**src/rtl/hazard_scoreboard_unit.sv**
```systemverilog
// Latency-aware ID-stage hazard unit: per-register countdown of in-flight producers drives stall/bubble.
// Optional macro HAZARD_STALL_PERF_EN adds stall_cycles / load_use_events performance counters.
module hazard_scoreboard_unit #(
  parameter int REG_ADDR_W = 5,
  parameter int ALU_READY  = 1,
  parameter int LOAD_READY = 2,
  parameter int CNT_W      = 2
) (
  input  logic                  clk,
  input  logic                  arst_n,
  input  logic                  id_valid,
  input  logic                  flush,
  input  logic                  id_branch,
  input  logic                  id_mem_read,
  input  logic                  id_reg_write,
  input  logic                  id_use_rs1,
  input  logic                  id_use_rs2,
  input  logic [REG_ADDR_W-1:0] id_rs1,
  input  logic [REG_ADDR_W-1:0] id_rs2,
  input  logic [REG_ADDR_W-1:0] id_rd,
  output logic                  write_if_id_reg,
  output logic                  write_pc,
  output logic                  control_mux,
  output logic                  stall
`ifdef HAZARD_STALL_PERF_EN
  ,
  output logic [31:0]           stall_cycles,
  output logic [15:0]           load_use_events
`endif
);

  localparam int NREG = 2 ** REG_ADDR_W;
  localparam logic [CNT_W-1:0] ALU_CNT  = CNT_W'(ALU_READY);
  localparam logic [CNT_W-1:0] LOAD_CNT = CNT_W'(LOAD_READY);

  logic [CNT_W-1:0] cnt_q [NREG];
  logic [CNT_W-1:0] cnt_d [NREG];
  logic [CNT_W-1:0] rs1_cnt_s;
  logic [CNT_W-1:0] rs2_cnt_s;
  logic             haz_rs1_s;
  logic             haz_rs2_s;
  logic             stall_s;
  logic             issue_s;

  // Source hazard detection; a count of 1 is still forwardable to EX unless ID resolves a branch
  always_comb begin
    rs1_cnt_s = cnt_q[id_rs1];
    rs2_cnt_s = cnt_q[id_rs2];
    haz_rs1_s = 1'b0;
    haz_rs2_s = 1'b0;
    if (id_use_rs1 && (id_rs1 != '0)) begin
      if (id_branch) begin
        haz_rs1_s = (rs1_cnt_s > CNT_W'(0));
      end else begin
        haz_rs1_s = (rs1_cnt_s > CNT_W'(1));
      end
    end else begin
      haz_rs1_s = 1'b0;
    end
    if (id_use_rs2 && (id_rs2 != '0)) begin
      if (id_branch) begin
        haz_rs2_s = (rs2_cnt_s > CNT_W'(0));
      end else begin
        haz_rs2_s = (rs2_cnt_s > CNT_W'(1));
      end
    end else begin
      haz_rs2_s = 1'b0;
    end
    stall_s = id_valid & ~flush & (haz_rs1_s | haz_rs2_s);
    issue_s = id_valid & ~flush & ~stall_s;
  end

  // Pipeline enables derived directly from the stall decision
  always_comb begin
    stall           = stall_s;
    write_if_id_reg = ~stall_s;
    write_pc        = ~stall_s;
    control_mux     = ~stall_s;
  end

  // Scoreboard next state: newest producer overwrites, otherwise count down to zero
  always_comb begin
    for (int r = 0; r < NREG; r++) begin
      cnt_d[r] = cnt_q[r];
      if (r == 0) begin
        cnt_d[r] = '0;
      end else if (issue_s && id_reg_write && (id_rd == r[REG_ADDR_W-1:0])) begin
        cnt_d[r] = id_mem_read ? LOAD_CNT : ALU_CNT;
      end else if (cnt_q[r] != '0) begin
        cnt_d[r] = cnt_q[r] - CNT_W'(1);
      end else begin
        cnt_d[r] = cnt_q[r];
      end
    end
  end

  // Scoreboard state register
  always_ff @(posedge clk or negedge arst_n) begin
    if (!arst_n) begin
      for (int r = 0; r < NREG; r++) cnt_q[r] <= '0;
    end else begin
      for (int r = 0; r < NREG; r++) cnt_q[r] <= cnt_d[r];
    end
  end

`ifdef HAZARD_STALL_PERF_EN
  logic [31:0] stall_cycles_q;
  logic [15:0] load_use_events_q;
  logic        stall_prev_q;

  // Saturating stall-cycle and stall-onset counters
  always_ff @(posedge clk or negedge arst_n) begin
    if (!arst_n) begin
      stall_cycles_q    <= 32'd0;
      load_use_events_q <= 16'd0;
      stall_prev_q      <= 1'b0;
    end else begin
      stall_prev_q <= stall_s;
      if (stall_s && (stall_cycles_q != 32'hFFFF_FFFF)) begin
        stall_cycles_q <= stall_cycles_q + 32'd1;
      end
      if (stall_s && !stall_prev_q && (load_use_events_q != 16'hFFFF)) begin
        load_use_events_q <= load_use_events_q + 16'd1;
      end
    end
  end

  assign stall_cycles    = stall_cycles_q;
  assign load_use_events = load_use_events_q;
`endif

endmodule

```
**config.mk**
```make
export PLATFORM = sky130hd
export DESIGN_NAME = hazard_scoreboard_unit
export DESIGN_NICKNAME = d
export VERILOG_FILES = /design/src/rtl/hazard_scoreboard_unit.sv
export SDC_FILE = /design/constraint.sdc
export NUM_CORES = 1
export LEC_CHECK = 0
export BUFFER_PORTS_ARGS = -buffer_cell sky130_fd_sc_hd__buf_2
export CORE_UTILIZATION = 35
export DETAILED_ROUTE_END_ITERATION = 10
export PLACE_DENSITY_LB_ADDON = 0.12
export SLEW_MARGIN = 20
export SYNTH_ARGS = -nofsm -noshare
export SYNTH_HDL_FRONTEND = slang
export SYNTH_SLANG_ARGS = --single-unit
export TNS_END_PERCENT = 1
```
**constraint.sdc**
```tcl
create_clock -name clk -period 3.99 [get_ports clk]
set_input_delay 0.798 -clock clk [delete_from_list [all_inputs] [get_ports clk]]
set_output_delay 0.798 -clock clk [all_outputs]
set_load 0.01 [all_outputs]
```
After elaboration in Yosys (flattened, before gate mapping)
Index checks and enable logic that the tools add are counted.
{"block": "word_totals", "ff_bits": 62, "inputBits": 24, "wordCells": 278}
{"block": "classes", "n_reduce_logical": 98, "addsub": 31, "n_eq_ne": 31, "n_mux": 73, "n_lt_le_gt_ge": 6, "bitwise": 8}
{"op": "two-way mux 2 bit", "n": 67}
{"op": "nonzero test 2 bit", "n": 62}
{"op": "== test 5 bit (second input constant)", "n": 16}
{"op": "subtractor 2 x 1 -> 2 bit (second input constant)", "n": 31}
{"op": "== test 5 x 4 -> 1 bit (second input constant)", "n": 8}
{"op": "logical AND 1 bit", "n": 34}
{"op": "binary-select mux 2 bit (select 5 bit)", "n": 2}
{"op": "== test 5 x 3 -> 1 bit (second input constant)", "n": 4}
{"op": ">= comparator 6 bit (second input constant)", "n": 2}
{"op": "NOT 5 -> 6 bit", "n": 2}
{"op": "== test 5 x 2 -> 1 bit (second input constant)", "n": 2}
{"op": "nonzero test 5 bit", "n": 2}
{"op": "greater-than comparator 2 x 1 -> 1 bit (second input constant)", "n": 4}
{"op": "== test 5 x 1 -> 1 bit (second input constant)", "n": 1}
{"op": "two-way mux 1 bit", "n": 4}
{"op": "AND 1 bit", "n": 3}
{"op": "NOT 1 bit", "n": 2}
{"op": "OR 1 bit", "n": 1}

Longest topological paths before layout
Gate-level depths: netlist of run 1.
{"block": "depth", "ltp_word": 14, "ltp_mapped": 11}

Worst setup path after synthesis of run 1
OpenSTA, ideal clock, no wires.
{"block": "synth_timing", "kind": "input -> output", "startpoint": "input port id_rs1[1]", "endpoint": "output port write_if_id_reg", "cell_stages": 11, "path_slack_ns": 0.512, "arrival_time_ns": 2.680, "path_buffers": 4, "cell_sequence": "buf_2 buf_2 mux4_1 a211oi_1 nor2_1 a211oi_2 o31a_4 buf_12 nand2_1 nand2_1 buf_4"}
{"block": "synth_between", "elab_chain_cells": 10, "word_cells_on_any_way": 13, "cone_classes": "order compare (2); mux (5); bitwise (4); reduce/logical (2)"}
{"item": "from (decl)", "line_no": "18", "text": "input logic [REG_ADDR_W-1:0] id_rs1,"}
{"item": "NOT 5 -> 6 bit (implied by the code)", "line_no": "47", "text": "rs1_cnt_s = cnt_q[id_rs1];"}
{"item": "binary-select mux 2 bit (select 5 bit)", "line_no": "47"}
{"item": "two-way mux 2 bit (implied by the code) (2 in series)", "line_no": "47"}
{"item": "greater-than comparator 2 x 1 -> 1 bit, on equally long branches", "line_no": "55, 53"}
{"item": "two-way mux 1 bit", "line_no": "52", "text": "if (id_branch) begin"}
{"item": "two-way mux 1 bit *", "line_no": "51", "text": "if (id_use_rs1 && (id_rs1 != '0)) begin"}
{"item": "OR 1 bit *", "line_no": "69", "text": "stall_s = id_valid & ~flush & (haz_rs1_s | haz_rs2_s);"}
{"item": "AND 1 bit *", "line_no": "69"}
{"item": "NOT 1 bit *"}
{"item": "to (decl)", "line_no": "21", "text": "output logic write_if_id_reg,"}
Every way passes the cells marked *; elsewhere a longest branch is shown, timed or not. The select of a mux whose other input is x is not followed.

Final worst setup path of run 1
{"block": "layout_timing", "startpoint": "input port id_rs1[0]", "endpoint": "output port stall"}
{"block": "layout_between", "elab_chain_cells": 9, "word_cells_on_any_way": 12, "cone_classes": "order compare (2); mux (5); bitwise (3); reduce/logical (2)"}
{"item": "NOT 5 -> 6 bit (implied by the code)", "line_no": "47"}
{"item": "binary-select mux 2 bit (select 5 bit)", "line_no": "47"}
{"item": "two-way mux 2 bit (implied by the code) (2 in series)", "line_no": "47"}
{"item": "greater-than comparator 2 x 1 -> 1 bit, on equally long branches", "line_no": "55, 53"}
{"item": "two-way mux 1 bit", "line_no": "52"}
{"item": "two-way mux 1 bit *", "line_no": "51"}
{"item": "OR 1 bit *", "line_no": "69"}
{"item": "AND 1 bit *", "line_no": "69"}
{"item": "to (decl)", "line_no": "24", "text": "output logic stall"}
Marked as above.

==> flow_metrics.tcl, run 1 <==
set metrics [dict create \
    outcome "complete, no violations" \
    worstSetupStartpointType "input port" \
    grt_pass1_vias 4075 \
    relSlewSlack_pct 42.3 \
    synth.top_cells.by_area "dfrtp_1 29%, mux2i_1 11%, mux4_2 8.1%, ha_1 7.4%, xor2_1 5.2%" \
    critPathMaxFanout 11 \
    synth.net_count 551 \
    fin_crit_sh_pct 94.7 \
    cts_max_path_buffers 2 \
    reg2reg_depth 8 \
    drc 0 \
    p_total_mw 4.38 \
    area.sequential_um2 1550 \
    netlist.area_leader.share_pct 29.5 \
    nNetsFinal 571 \
    grtUsageTotal_pct 18.7 \
    fmaxAchievable_mhz 265 \
    grt-ovfl-total 0 \
    grt_max_degree 63 \
    stdcell_count 705 \
    numCtsBuffers 9 \
    setup_viol 0 \
    synth_edf_count 0 \
    fillers 1413 \
    yosys_warnings 0 \
    yosysUniqueCellTypes 52 \
    ys_async_sr_fraction_pct 100 \
    dp_hpwl_mm 10.3 \
    power_density_nw_per_um2 748 \
    areaGrowthSynthToFinish_pct 11.1 \
    clock_sinks 62 \
    r2r-start "cnt_q[4]" \
    netlist_area_um2 5270 \
    antenna-diode-count 0 \
    largest_register_ffs 62 \
    cts.repair.resized 0 \
    endpoint_kind "output port" \
    reg2reg_slack_ps 1120 \
    yosys_most_used_dff "dfrtp_1" \
    min_path_type "in -> async" \
    endpoint "stall" \
    antenna_found_initial 0 \
    critical_path_class "in -> out" \
    clock_latency_ps 340 \
    post_cts_buffers 0 \
    setup_ws_ps 210 \
    maxCapViolations 0 \
    slew_violations 0 \
    place_congestion 0.829 \
    die_width_um 125 \
    num_rows 44 \
    cts_root_buf "clkbuf_16" \
    cts_hold_buffers 0 \
    port_buffers 27 \
    grt_setup_unrepaired "false" \
    top_register "cnt_q" \
    drive_above_1_share_pct 25.1 \
    leakage_nw 2.81 \
    start_util_pct 36.1 \
    ys_top_cells_by_count "64 x inv_1, 62 x dfrtp_1, 59 x mux2i_1" \
    drtIter0Drc 145 \
    hold_viol 0 \
    ys_ff_latch 62 \
    vias 3833 \
    yosysMostFrequentCell "inv_1" \
    grt_pass1_wl_mm 22.4 \
    io_pins 28 \
    cp.arrival_ps 2980 \
    tritoncts "done" \
    via_per_inst 5.44 \
    synth_top_cell_by_area "dfrtp_1" \
    multi_input_area_um2 3290 \
    avgRoutedWirePerCell_um 19.2 \
    yosysSeqAreaShare_pct 29.5 \
    dp.cells 689 \
    wl_mm 13.5 \
    dr.pass1.iters 4 \
    die_h_um 125 \
    synth_area_per_cell_um2 10.6 \
    fin_skew_ps 6.64 \
    pre_cts_ws_ps 242 \
    finalSetupTns_ps 0 \
    r2r-end "cnt_q[45]" \
    htreeDepth 3 \
    critPathRequiredTime_ps 3190 \
    path_clk_slew_ps 60 \
    drtAntennaViolNets 0 \
    core-area_um2 14600 \
    fin_crit_ps 3780 \
    top_regs "cnt_q (62)" \
    peakVddDrop_v 0.000303 \
    worst_pin_slew_ps 864 \
    syn_inst 496 \
    setup.worst_path.start "id_rs1[0]" \
    die_area_um2 15500 \
]
## logic make-up after synthesis
kind of cell    Yosys count  share of synthesized area, %
mux                     123                          30.7
simple gates            113                          13.8
buf+inv                  94                          8.10
flops                    62                          29.5
compound gates           42                          5.46
xor+xnor                 31                          5.16
fa+ha+maj                31                          7.37
## report_power, final
group / leakage (nW) / switching (mW) / total [mW] / internal [mW]
registers: 0.727 / 0.410 / 1.41 / 0.995
clock network: 0.152 / 0.297 / 0.811 / 0.514
logic: 1.93 / 0.947 / 2.16 / 1.22
total: 2.81 / 1.65 / 4.38 / 2.73
## final cells by class
class | instances | share of cell area [%]
sequential | 62 | 26.5
tap | 184 | 3.93
timing repair buffer | 39 | 4.11
clock inverter | 4 | 0.770
multi-input combinational | 340 | 56.2
clock buffer | 12 | 4.38
inverter | 64 | 4.11
## cells in the final DEF, fill, tap and decap left out, types with 6 or more instances in the layout
cell type,count
o21ai_0,18
mux2i_1,59
mux2_4,12
mux4_2,19
xor2_1,31
nand4_2,7
mux2_1,8
buf_4,12
nor2b_1,10
buf_2,26
nand3_1,10
ha_1,31
nor3_1,7
nor2_1,17
inv_1,64
dfrtp_1,62
clkbuf_16,9
nand2_1,24
nand2b_1,6
mux2_2,22
and4_4,8
## per-stage QoR
step	hold slack [ps]	utilization, %	area (um2)
final	553	40.1	5850
after global routing	627	40.1	5850
after CTS	590	40.1	5850
after detailed placement	626	38.0	5550
after global placement	608	38.0	5550
after floorplan	502	-	5270
## worst min-delay path by stage
stage	start	endpoint	slack, ps
detailed placement	cnt_q[52]	cnt_q[52]	630
floorplan	arst_n	cnt_q[0]	500
global route	arst_n	cnt_q[23]	630
finish	arst_n	cnt_q[23]	550
CTS	arst_n	cnt_q[23]	590
global placement	cnt_q[28]	cnt_q[28]	610
## critical path: stages
cell and delay (ps):
buf_2 280, buf_4 260, mux2_2 340, a211oi_1 230
o21ai_0 110, a21oi_1 320, o31a_4 190, nand2_1 120
and2_1 190, buf_2 130
## layer usage
| layer | vias to the layer above | GRT usage (%) | routed length [um] |
|---|---|---|---|
| met5 | - | 0 | 0 |
| met4 | 0 | 7.87 | 273 |
| met3 | 15 | 2.88 | 515 |
| met2 | 71 | 30.0 | 6290 |
| met1 | 1939 | 25.1 | 6430 |
| li1 | 1808 | - | - |
No activity file was read; power rests on OpenSTA's default activity.
==> run 2, diff against run 1 <==
GPL_TIMING_DRIVEN = 0   (was not set)
==> flow_metrics.tcl, run 2 (same netlist as run 1, synthesis figures left out) <==
set metrics [dict create \
    fmaxAchievable_mhz 260 \
    drtIter0Drc 229 \
    place_congestion 0.866 \
    drtAntennaViolNets 0 \
    cts_root_buf "clkbuf_16" \
    io_pins 28 \
    power_density_nw_per_um2 734 \
    grt_pass1_wl_mm 23.3 \
    die_h_um 125 \
    num_rows 44 \
    hold_viol 0 \
    avgRoutedWirePerCell_um 20.7 \
    vias 3963 \
    dpl_cell_area_um2 5620 \
    top_register "cnt_q" \
    cts_max_path_buffers 2 \
    finalSetupTns_ps 0 \
    top_regs "cnt_q (62)" \
    grtUsageTotal_pct 20.0 \
    critPathMaxFanout 10 \
    largest_register_ffs 62 \
    final_common_cell "inv_1" \
    maxCapViolations 0 \
    fin_crit_sh_pct 96.6 \
    grt-ovfl-total 0 \
    dp_hpwl_mm 11.1 \
    wl_mm 14.8 \
    drive_above_1_share_pct 25.0 \
    worstSetupStartpointType "input port" \
    endpoint_kind "output port" \
    drc 0 \
    core-area_um2 14600 \
    critical_path_class "in -> out" \
    fillers 1404 \
    start_util_pct 36.1 \
    hold_slack_ps 386 \
    htreeDepth 3 \
    clock_latency_ps 340 \
    grt_max_degree 37 \
    relSlewSlack_pct 27.5 \
    cp.arrival_ps 3050 \
    die_area_um2 15500 \
    antenna_found_initial 0 \
    worst_pin_slew_ps 1080 \
    leakage_nw 2.83 \
    fin_area_um2 5910 \
    nNetsFinal 585 \
    critPathRequiredTime_ps 3190 \
    slew_violations 0 \
    fin_crit_ps 3850 \
    via_per_inst 5.53 \
    areaGrowthSynthToFinish_pct 12.3 \
    reg2reg_slack_ps 1220 \
    numCtsBuffers 9 \
    peakVddDrop_v 0.000298 \
    fin_skew_ps 6.64 \
    pre_cts_ws_ps 20.7 \
    grt_pass1_vias 3911 \
    final_cell_mix "64 x inv_1, 62 x dfrtp_1, 59 x mux2i_1, 31 x xor2_1, 31 x ha_1" \
    clock_sinks 62 \
    final_util_pct 40.5 \
    grt_setup_unrepaired "false" \
    path_clk_slew_ps 50 \
    die_width_um 125 \
    tritoncts "done" \
    outcome "complete, no violations" \
    port_buffers 21 \
    setup_viol 0 \
    antenna-diode-count 0 \
    dr.pass1.iters 7 \
    setup_ws_ps 137 \
    min_path_type "in -> async" \
    cts_hold_buffers 0 \
]
## run 2: repair_timing
item,in CTS,in global routing
gates resized for setup,0,4
endpoints found under the setup margin,0,2
setup buffers,0,1
## run 2: area by class of cell
cell class / count / area (um2) / share of cell area (%)
multi-input cells: 340 / 3290 / 55.7
well taps: 184 / 230 / 3.89
inverters: 64 / 240 / 4.06
flip-flops and latches: 62 / 1550 / 26.2
repair buffers: 23 / 135 / 2.28
clock inverters: 1 / 5.00 / 0.0846
clock buffers: 13 / 270 / 4.57
plain buffers: 30 / 190 / 3.22
## run 2: stage by stage
step / total power [mW] / std cells
after floorplan: 3.06 / 496
after global placement: 3.46 / 701
after detailed placement: 3.60 / 702
after CTS: 4.39 / 716
after global routing: 4.73 / 717
final: 4.34 / 717
## run 2: final timing paths
check | from | to | depth (start not counted)
max in group asynchronous | arst_n | cnt_q[33] | 2
setup reg to reg | cnt_q[28] | cnt_q[43] | 8
hold reg to reg | cnt_q[28] | cnt_q[28] | 2
setup / recovery | id_rs1[0] | write_pc | 12
min in group clk | cnt_q[28] | cnt_q[28] | 2
hold / removal | arst_n | cnt_q[21] | 1
## run 2: routing by layer
metal | vias up | GRT usage (%) | share of wire [%]
met4 | 0 | 5.39 | 1.4
met2 | 118 | 31.8 | 47
met5 | - | 0 | 0
met1 | 1995 | 27.0 | 46
li1 | 1838 | - | -
met3 | 12 | 4.77 | 5.9
## run 2: critical path, cell delays in order
cell and delay, ps:
buf_2 140, buf_6 210, mux4_2 520, a211oi_1 240
nor2_1 90, a211oi_2 270, o31a_4 220, buf_12 150
nand2_1 70, nand2_1 120, buf_4 110, buf_2 110
## run 2: report_power, final
part           internal [mW]  total [mW]  switching (mW)  leakage (nW)
clock network          0.463       0.744           0.281         0.138
logic                   1.23        2.20           0.973          1.96
registers              0.995        1.39           0.398         0.727
total                   2.69        4.34            1.65          2.83
==> run 3, diff against run 2 <==
CTS_BUF_LIST = sky130_fd_sc_hd__clkbuf_8   (was not set)
==> flow_metrics.tcl, run 3 (same netlist as run 1, synthesis figures left out) <==
set metrics [dict create \
    worstSetupStartpointType "input port" \
    num_rows 44 \
    power.internal_mw 2.49 \
    path_clk_slew_ps 70 \
    critical_path_class "in -> out" \
    fillers 1410 \
    dr.pass1.iters 4 \
    grt_setup_unrepaired "false" \
    avgRoutedWirePerCell_um 20.4 \
    numCtsBuffers 9 \
    power_density_nw_per_um2 708 \
    cp.depth 12 \
    fin_crit_ps 3860 \
    antenna-diode-count 0 \
    combinationalPowerShare_pct 53.6 \
    switching_share_pct 39.5 \
    final_cell_mix "65 x inv_1, 62 x dfrtp_1, 59 x mux2i_1, 31 x xor2_1, 31 x ha_1" \
    p_sw_mw 1.62 \
    critPathMaxFanout 10 \
    die_h_um 125 \
    hold_slack_ps 353 \
    multi_input_area_um2 3290 \
    hold_viol 0 \
    top_register "cnt_q" \
    fin_crit_sh_pct 96.6 \
    seq_power_share_pct 33.7 \
    place_congestion 0.866 \
    die_area_um2 15500 \
    port_buffers 21 \
    outcome "complete, no violations" \
    critPathSlowestCell "mux4_2" \
    htreeDepth 3 \
    p_total_mw 4.11 \
    reg2reg_depth 8 \
    areaGrowthSynthToFinish_pct 10.4 \
    cts_root_buf "clkbuf_8" \
    finalSetupTns_ps 0 \
    via_per_inst 5.44 \
    wl_mm 14.6 \
    cp_slowest_stage_delay_ps 510 \
    peakVddDrop_v 0.000306 \
    vias 3898 \
    clkPwrFrac_pct 12.7 \
    worst-path-buf-inv 5 \
    start_util_pct 36.1 \
    fmaxAchievable_mhz 259 \
    pre_cts_ws_ps 20.7 \
    nNetsFinal 585 \
    worst_pin_slew_ps 1010 \
    die_width_um 125 \
    critical_path.top_delay_family "compound AO/OA/AOI/OAI gates" \
    cp.arrival_ps 3060 \
    leakage_nw 2.79 \
    area.sequential_um2 1550 \
    dp_hpwl_mm 11.1 \
    io_pins 28 \
    grt_max_degree 37 \
    drtAntennaViolNets 0 \
    cts_hold_buffers 0 \
    core-area_um2 14600 \
    fin_skew_ps 6.46 \
    drtIter0Drc 237 \
    endpoint_kind "output port" \
    setup_viol 0 \
    grt_pass1_vias 3909 \
    grt-ovfl-total 0 \
    clock_latency_ps 370 \
    grt_pass1_wl_mm 23.2 \
    cts_max_path_buffers 2 \
    min_path_type "in -> async" \
    final_common_cell "inv_1" \
    largest_register_ffs 62 \
    critPathRequiredTime_ps 3190 \
    tritoncts "done" \
    antenna_found_initial 0 \
    drive_above_1_share_pct 25.0 \
    slew_violations 0 \
    drc 0 \
    relSlewSlack_pct 31.8 \
    maxCapViolations 0 \
    setup_ws_ps 134 \
    clock_sinks 62 \
    top_regs "cnt_q (62)" \
    path_cells "buf_2 -> buf_6 -> mux4_2 -> a211oi_1 -> nor2_1 -> a211oi_2 -> o31a_4 -> buf_12 -> nand2_1 -> nand2_1 -> buf_4 -> buf_2" \
    grtUsageTotal_pct 19.9 \
]
[run 3: cell count changes in the layout (fill, tap and decap cells not counted), sizes merged]
| cell | change |
|---|---|
| clkbuf | -1 |
| inv | +1 |
[run 3: area by class of cell]
| cell class | instances | area share (%) |
|---|---|---|
| Inverter | 64 | 4.13 |
| Tap cell | 184 | 3.96 |
| Clock buffer | 12 | 2.84 |
| Sequential cell | 62 | 26.7 |
| Buffer | 30 | 3.27 |
| Timing Repair Buffer | 23 | 2.32 |
| Clock inverter | 2 | 0.151 |
| Multi-Input combinational cell | 340 | 56.6 |
[run 3: metal layers]
metal | track usage (%) | up-vias | share of wire [%]
met1 | 26.8 | 1953 | 47
met5 | 0 | - | 0
li1 | - | 1835 | -
met3 | 3.74 | 16 | 5.1
met2 | 31.8 | 94 | 46
met4 | 6.87 | 0 | 1.7
[run 3: worst paths after layout]
check                           slack (ps)         to       from
worst max-delay path                   130   write_pc  id_rs1[0]
worst min-delay path                   350  cnt_q[21]     arst_n
worst max register to register        1240  cnt_q[43]  cnt_q[30]
worst min register to register         620  cnt_q[28]  cnt_q[28]
max in group asynchronous             3080  cnt_q[33]     arst_n
min in group clk                       620  cnt_q[28]  cnt_q[28]
[run 3: power groups by stage]
stage               combinational [mW]  clock [mW]  sequential (mW)
detailed placement                2.21           0             1.40
global route                      2.48       0.568             1.45
global placement                  2.08           0             1.38
finish                            2.21       0.523             1.39
floorplan                         1.84           0             1.23
CTS                               2.23       0.544             1.39
[run 3: metrics by stage]
stage	util (%)	area, um2	cells
2_1_floorplan	-	5270	496
3_3_place_gp	38.4	5600	701
3_5_place_dp	38.6	5620	702
4_1_cts	39.7	5800	716
5_1_grt	39.8	5810	717
6_report	39.8	5810	717
[run 3: repair_timing]
action / in CTS / in global routing
buffers inserted: 0 / 1
gates resized for setup: 0 / 4
endpoints found under the setup margin: 0 / 2
